===== src/rtl/sid_voice_unit.sv =====
`default_nettype none
// +--------------------------------------------------------------------------+
// | Module      : sid_voice_unit                                             |
// | Description : Time-shared SID voice output stage. Forms the 12-bit       |
// |               waveform DAC value from one voice's oscillator/noise state,|
// |               applies the chip-model DC offset and scales it by the      |
// |               8-bit envelope. One voice in per clk, results one clk later|
// | Optional    : SID_VOICE_FLOAT_HOLD_EN - holds the last non-zero-select   |
// |               waveform value when no waveform is selected (floating DAC).|
// | Ports       : clk, rst (async, active-high)                              |
// |               model     0 = MOS6581, 1 = MOS8580                         |
// |               waveform  {noise, pulse, saw, triangle} select             |
// |               ring_mod, ring_msb  ring modulation enable / source MSB    |
// |               test      test bit (forces pulse high)                     |
// |               acc       24-bit phase accumulator                         |
// |               pw        12-bit pulse width                               |
// |               noise     23-bit noise LFSR state                          |
// |               env       8-bit unsigned envelope level                    |
// |               osc_o     registered wav[11:4] for OSC3 readback           |
// |               voice_o   registered signed 22-bit voice sample            |
// | Revision    : 1.0 - initial release                                      |
// +--------------------------------------------------------------------------+
module sid_voice_unit #(
  parameter logic signed [12:0] DC_OFFSET_6581 = 13'sh380,
  parameter logic signed [12:0] DC_OFFSET_8580 = 13'sh000
) (
  input  logic               clk,
  input  logic               rst,
  input  logic               model,
  input  logic [3:0]         waveform,
  input  logic               ring_mod,
  input  logic               test,
  input  logic [23:0]        acc,
  input  logic               ring_msb,
  input  logic [11:0]        pw,
  input  logic [22:0]        noise,
  input  logic [7:0]         env,
  output logic [7:0]         osc_o,
  output logic signed [21:0] voice_o
);

  localparam logic signed [12:0] C_MIDSCALE = 13'sd2048;

  logic               w_tmsb;
  logic [11:0]        w_tri;
  logic [11:0]        w_saw;
  logic [11:0]        w_pul;
  logic [11:0]        w_nse;
  logic [11:0]        w_wav_sel;
  logic [11:0]        w_wav;
  logic signed [12:0] w_offset;
  logic signed [12:0] w_ws;
  logic signed [8:0]  w_env;
  logic signed [21:0] w_prod;

  // Ring modulation replaces the triangle fold bit with the XOR of the
  // modulating voice's MSB.
  assign w_tmsb = acc[23] ^ (ring_mod & ring_msb);
  assign w_tri  = {acc[22:12] ^ {11{w_tmsb}}, 1'b0};
  assign w_saw  = acc[23:12];
  assign w_pul  = (test || (acc[23:12] >= pw)) ? 12'hFFF : 12'h000;
  assign w_nse  = {noise[20], noise[18], noise[14], noise[11],
                   noise[9],  noise[5],  noise[2],  noise[0], 4'b0000};

  // Selected waveforms combine as a wired-AND; unselected ones read as all-ones.
  always_comb begin
    w_wav_sel = 12'hFFF;
    if (waveform[0]) w_wav_sel = w_wav_sel & w_tri;
    if (waveform[1]) w_wav_sel = w_wav_sel & w_saw;
    if (waveform[2]) w_wav_sel = w_wav_sel & w_pul;
    if (waveform[3]) w_wav_sel = w_wav_sel & w_nse;
  end

`ifdef SID_VOICE_FLOAT_HOLD_EN
  // Single hold register shared by all time-shared voices.
  logic [11:0] r_wav_hold;

  always_ff @(posedge clk or posedge rst) begin
    if (rst) begin
      r_wav_hold <= 12'h000;
    end else if (waveform != 4'b0000) begin
      r_wav_hold <= w_wav_sel;
    end
  end

  assign w_wav = (waveform == 4'b0000) ? r_wav_hold : w_wav_sel;
`else
  assign w_wav = (waveform == 4'b0000) ? 12'h000 : w_wav_sel;
`endif

  assign w_offset = model ? DC_OFFSET_8580 : DC_OFFSET_6581;

  // Range is -2048 .. 2047 + offset, which stays inside 13-bit signed.
  assign w_ws  = $signed({1'b0, w_wav}) - C_MIDSCALE + w_offset;
  assign w_env = $signed({1'b0, env});
  // Both operands are signed, so they sign-extend to the 22-bit result.
  assign w_prod = w_ws * w_env;

  always_ff @(posedge clk or posedge rst) begin
    if (rst) begin
      osc_o   <= 8'h00;
      voice_o <= 22'sd0;
    end else begin
      osc_o   <= w_wav[11:4];
      voice_o <= w_prod;
    end
  end

endmodule
`default_nettype wire


===== config.mk =====
export PLATFORM = sky130hd
export DESIGN_NAME = sid_voice_unit
export DESIGN_NICKNAME = d
export VERILOG_FILES = /design/src/rtl/sid_voice_unit.sv
export SDC_FILE = /design/constraint.sdc
export NUM_CORES = 1
export LEC_CHECK = 0
export CAP_MARGIN = 20
export CORE_ASPECT_RATIO = 1.5
export CORE_UTILIZATION = 49
export DETAILED_ROUTE_END_ITERATION = 8
export GPL_ROUTABILITY_DRIVEN = 0
export GPL_TIMING_DRIVEN = 0
export PLACE_DENSITY = 0.79
export RECOVER_POWER = 100
export SYNTH_ARGS = -nofsm -noshare
export SYNTH_HDL_FRONTEND = slang
export SYNTH_SLANG_ARGS = --single-unit
export TNS_END_PERCENT = 30

===== constraint.sdc =====
create_clock -name clk -period 0.8 [get_ports clk]
set_input_delay 0.12 -clock clk [delete_from_list [all_inputs] [get_ports clk]]
set_output_delay 0.12 -clock clk [all_outputs]
set_load 0.01 [all_outputs]

== After elaboration in Yosys (flattened, before gate mapping) ==
Cells that the tools add are included.

* $add $sub $neg: 2
* $mul: 1
* $lt $le $gt $ge: 1
* Muxes and demuxes: 7
* Bitwise logic cells: 6
* Reduce and logical (&&, ||, !) cells: 2

{| class="wikitable"
|+ Operators with widths
! kind !! number
|-
| $mux 12 || 6
|-
| $and 12x12->12 || 3
|-
| $mul 13x9->22 || 1
|-
| $add 13x11->13 || 1
|-
| $sub 12x12->13 const B || 1
|-
| $ge 12x12->1 || 1
|-
| $xor 11x11->11 || 1
|-
| $mux 10 || 1
|-
| $logic_not 4->1 || 1
|-
| $and 1x1->1 || 1
|-
| $logic_or 1x1->1 || 1
|-
| $xor 1x1->1 || 1
|}

* Register bits: 30
* Output and inout port bits: 30
* Word-level logic and storage cells: 21

== Longest topological paths before layout ==
* Depth after elaboration: 14
* Depth in mapped cells: 32

== Worst setup path after synthesis ==
OpenSTA, ideal clock, no wires.

* Path type: input to register
* Start: input port acc[12]
* End: register voice_o[18]
* Setup time: 0.126 ns
* Arrival time: 6.437 ns
* Required time: 0.674 ns
* Slack: -5.763 ns
* Stages: 30
* Buffers on the path: 1
* Cell sequence: inv_1 > ha_1 > nand2b_1 > a211o_1 > a21oi_1 > o21ba_2 > o21a_1 > buf_2 > a2111oi_0 > ha_1 > inv_1 > fa_1 > inv_1 > a21oi_1 > a211oi_2 > xor2_1 > nand2_1 > and2_1 > fa_1 > fa_1 > fa_1 > inv_1 > fa_1 > inv_1 > ha_1 > a21o_1 > a21oi_1 > o21ai_0 > o41a_1 > xor2_1

{| class="wikitable"
|+ RTL lines
! item !! RTL line !! RTL
|-
| from (decl) || 33 || <nowiki>input logic [23:0] acc,</nowiki>
|-
| $ge 12x12->1 (*) || 61 || <nowiki>assign w_pul = (test || (acc[23:12] >= pw)) ? 12'hFFF : 12'h000;</nowiki>
|-
| $logic_or 1x1->1 (*) || 61 ||
|-
| $mux 12 (*) || 61 ||
|-
| $and 12x12->12 (*) || 70 || <nowiki>if (waveform[2]) w_wav_sel = w_wav_sel & w_pul;</nowiki>
|-
| $mux 12 (*) || 70 ||
|-
| $and 12x12->12 || 71 || <nowiki>if (waveform[3]) w_wav_sel = w_wav_sel & w_nse;</nowiki>
|-
| $mux 12 (*) || 71 ||
|-
| $mux 12 (*) || 88 || <nowiki>assign w_wav = (waveform == 4'b0000) ? 12'h000 : w_wav_sel;</nowiki>
|-
| named net w_wav[7] || 50 || <nowiki>logic [11:0] w_wav;</nowiki>
|-
| $sub 12x12->13 (*) || 94 || <nowiki>assign w_ws = $signed({1'b0, w_wav}) - C_MIDSCALE + w_offset;</nowiki>
|-
| $add 13x11->13 (*) || 94 ||
|-
| $mul 13x9->22 (*) || 97 || <nowiki>assign w_prod = w_ws * w_env;</nowiki>
|-
| named net w_prod[18] || 54 || <nowiki>logic signed [21:0] w_prod;</nowiki>
|-
| to (signal assigned) || 105 || <nowiki>voice_o <= w_prod;</nowiki>
|-
| to (decl) || 39 || <nowiki>output logic signed [21:0] voice_o</nowiki>
|}

The timed path passes the listed nets; every way through them passes the cells marked *.

== Final worst setup path ==
Ends and elaborated chain as after synthesis.

==> flow_summary.yaml <==
outcome:
  status: "finished with violations"
  violations: "negative setup slack"
global_routing:
  grt_pass1_wl_um: 25700
  grt_pass1_vias: 5581
  antenna_found_initial: 0
  grt_usage_pct: 28.7
  globalRouteOverflowTotal: 0
  grt_max_degree: 18
sta:
  fin_setup_tns_ns: -97.96
  tightest_slew_ns: 0.764
  setup_violations: 60
  setup_ws_ns: -5.28
  post-route-min-period_ns: 6.08
  max_freq_mhz: 164
  hold_violations: 0
  slew_headroom_pct: 49.1
  rsz0062_at_grt: "yes"
  hold_ws_ns: 0.308
  maxSlewViolCount: 0
  post-route-period-util_pct: 760
yosys:
  synth_fp_nets: 846
  synth_edf_count: 0
  synthTopCellsByArea: "fa_1 30%, ha_1 14%, dfrtp_1 13%"
  synth-adder-area-share_pct: 43.5
  synth_most_common_cell: "inv_1"
  synth_compound_gate_area_share_pct: 10.5
  yosys.area_share.simple_pct: 16.2
  ys_seq_area_share_pct: 13.3
  synth_top_cell_area_share_pct: 29.9
  synth_mux_area_share_pct: 0.178
  synthArstFlopShare_pct: 100
  syn_area_mm2: 0.00562
  ys.warnings.count: 0
  ys_top_cells_by_count: "131 x inv_1, 84 x fa_1, 61 x ha_1"
  synth_top_family_by_area: "adder cells"
  synthXorXnorAreaFrac_pct: 6.27
  ys_types: 49
  avgSynthCellArea_um2: 9.01
  synthFlopType: "dfrtp_1"
  synth_top_cell_by_area: "fa_1"
  synth_seq_cells: 30
  synthCells: 624
layout:
  stdcell_count: 900
  fillers: 803
  diodes: 0
  multi_input_area_mm2: 0.00502
  layout.area.seq_um2: 751
  area_delta_synth_final_pct: 36.8
  utilization_pct: 69.2
  fin_nets: 974
  drive_gt1_share_pct: 31.7
worst_setup_path:
  worst_path_max_delay_cell: "fa_1"
  startpoint_type: "input pin"
  arrival_ns: 6.26
  path_max_fanout: 5
  path_common_cell: "fa_1"
  endpoint_kind: "flop"
  critPathKind: "input pin to flop"
  cp-startpoint: "acc[12]"
  worstPathRequired_ns: 0.98
  critPathMaxStageDelay_ns: 0.51
route:
  drt_first_pass_iters: 6
  dr_wl_met2_um: 9000
  ant_nets: 0
  detail_route.wl_per_cell_um: 17.8
  routed_wl_um: 16000
  top_layer_used: "met4"
  vias: 5084
  avgViaCountPerCell: 5.65
  drc: 0
  m1WireLength_um: 5070
  first_iter_violations: 386
  route.met3.wl_um: 787
power_and_ir_drop:
  swShare_pct: 47.7
  combPwrFrac_pct: 88.4
  clkPwrFrac_pct: 5.1
  irDropWorstVdd_uv: 9380
  p_int_mw: 20.5
  finalPower_mw: 39.3
  power_frac_seq_pct: 6.5
  p_per_area_mw_per_mm2: 5110
  leakagePower_nw: 3.71
  p_switching_mw: 18.8
floorplanning:
  rows: 47
  io_pins: 107
  fp.dieW_um: 89.5
  core_area_mm2: 0.0111
  die_h_um: 133
  start_util_pct: 50.6
  dieArea_mm2: 0.0119
clock_tree:
  cts.sinks: 30
  clockRootBuffer: "clkbuf_16"
  cts_buffers: 5
  cts_tree: "yes"
  cts_max_level: 2
  clkTransAtPathRegs_ns: 0.06
  ctsLongestPathBuffers: 2
  cts_hold_buf: 0
run:
  cap_violations: 0
worst_hold_path:
  hp-class: "input pin to asynchronous set/reset pin"
placed_design:
  dp.cells: 847
  io_buffers: 75
  dp_hpwl_um: 11600
==> power by group through the flow <==
stage	clock (mW)	sequential [mW]	combinational, mW
after CTS	1.97	2.55	33.6
after global routing	2.05	2.60	37.6
after detailed placement	0	2.58	27.1
final	1.99	2.56	34.7
after floorplan	0	2.90	21.3
after global placement	0	2.58	26.2
==> worst max-delay path: cells and delay by family <==
kind / cells / cell delay, ns
adders and majority gates: 8 / 2.96
buffers and inverters: 8 / 0.59
and+or+nand+nor: 3 / 0.34
xor gates and xnor gates: 2 / 0.34
AOI/OAI and AO/OA: 11 / 1.90
==> worst max path at each step <==
stage / cells past startpoint / slack (ns) / to
2_1_floorplan: 30 / -5.22 / voice_o[18]$_DFF_PP0_
3_3_place_gp: 27 / -6.32 / voice_o[21]$_DFF_PP0_
3_5_place_dp: 27 / -6.46 / voice_o[21]$_DFF_PP0_
4_1_cts: 32 / -5.30 / voice_o[21]$_DFF_PP0_
5_1_grt: 33 / -5.50 / voice_o[15]$_DFF_PP0_
6_report: 32 / -5.28 / voice_o[18]$_DFF_PP0_
==> registers in the layout, indices dropped and copies added, names as in the netlist <==
register  flops
voice_o      22
osc_o         8
==> logic make-up after synthesis <==
family | after synthesis
mux | 1
flops | 30
simple gates | 179
compound gates | 88
xor+xnor | 35
buf+inv | 146
fa+ha+maj | 145
==> metrics by stage <==
stage          setup slack [ns]  cell area, µm²
2_1_floorplan             -5.22            5800
3_3_place_gp              -6.32            6740
3_5_place_dp              -6.46            6770
4_1_cts                   -5.30            7510
5_1_grt                   -5.50            7700
6_report                  -5.28            7700
==> placed cells by master, fill, tap and decap left out, types with 3 or more instances in the layout <==
cell type        count
inv_1              103
fa_1                75
nor3_1              36
buf_2               35
buf_4               35
ha_1                34
dfrtp_1             30
nand2_1             28
inv_2               26
ha_4                26
buf_6               23
nand3_1             21
and2_1              19
clkdlybuf4s50_1     18
nor2_1              17
xnor2_1             17
a21o_1              14
xor2_1              13
nand2_2             12
a21oi_1             10
and3_1              10
o22ai_1              9
o21a_1               9
fa_2                 9
a21oi_2              8
clkbuf_1             6
clkbuf_2             6
nand2b_1             6
o21ai_2              5
nor2b_1              5
o21ai_1              5
clkbuf_16            5
dlygate4sd2_1        4
a211oi_2             3
o21ai_0              3
o21ai_4              3
and2_4               3
or3_1                3
==> final cells by class <==
type / count / area share [%]
plain buffers: 15 / 1.32
multi-input cells: 448 / 65.3
flip-flops and latches: 30 / 9.75
inverters: 131 / 6.50
clock inverters: 1 / 0.0650
clock buffers: 7 / 1.85
repair buffers: 121 / 12.8
well taps: 147 / 2.39
==> repair_timing <==
item / CTS / global route
resized for setup: 294 / 47
endpoints found under the setup margin: 77 / 60
cloned: 0 / 0
buffers inserted: 37 / 10
pin swaps: 99 / 53
==> metal layers <==
layer	up-vias	global-route usage [%]
li1	2261	-
met1	2456	29.4
met2	266	52.9
met3	101	3.90
met4	0	17.5
met5	-	0
Power figures use the tool's default switching activity.
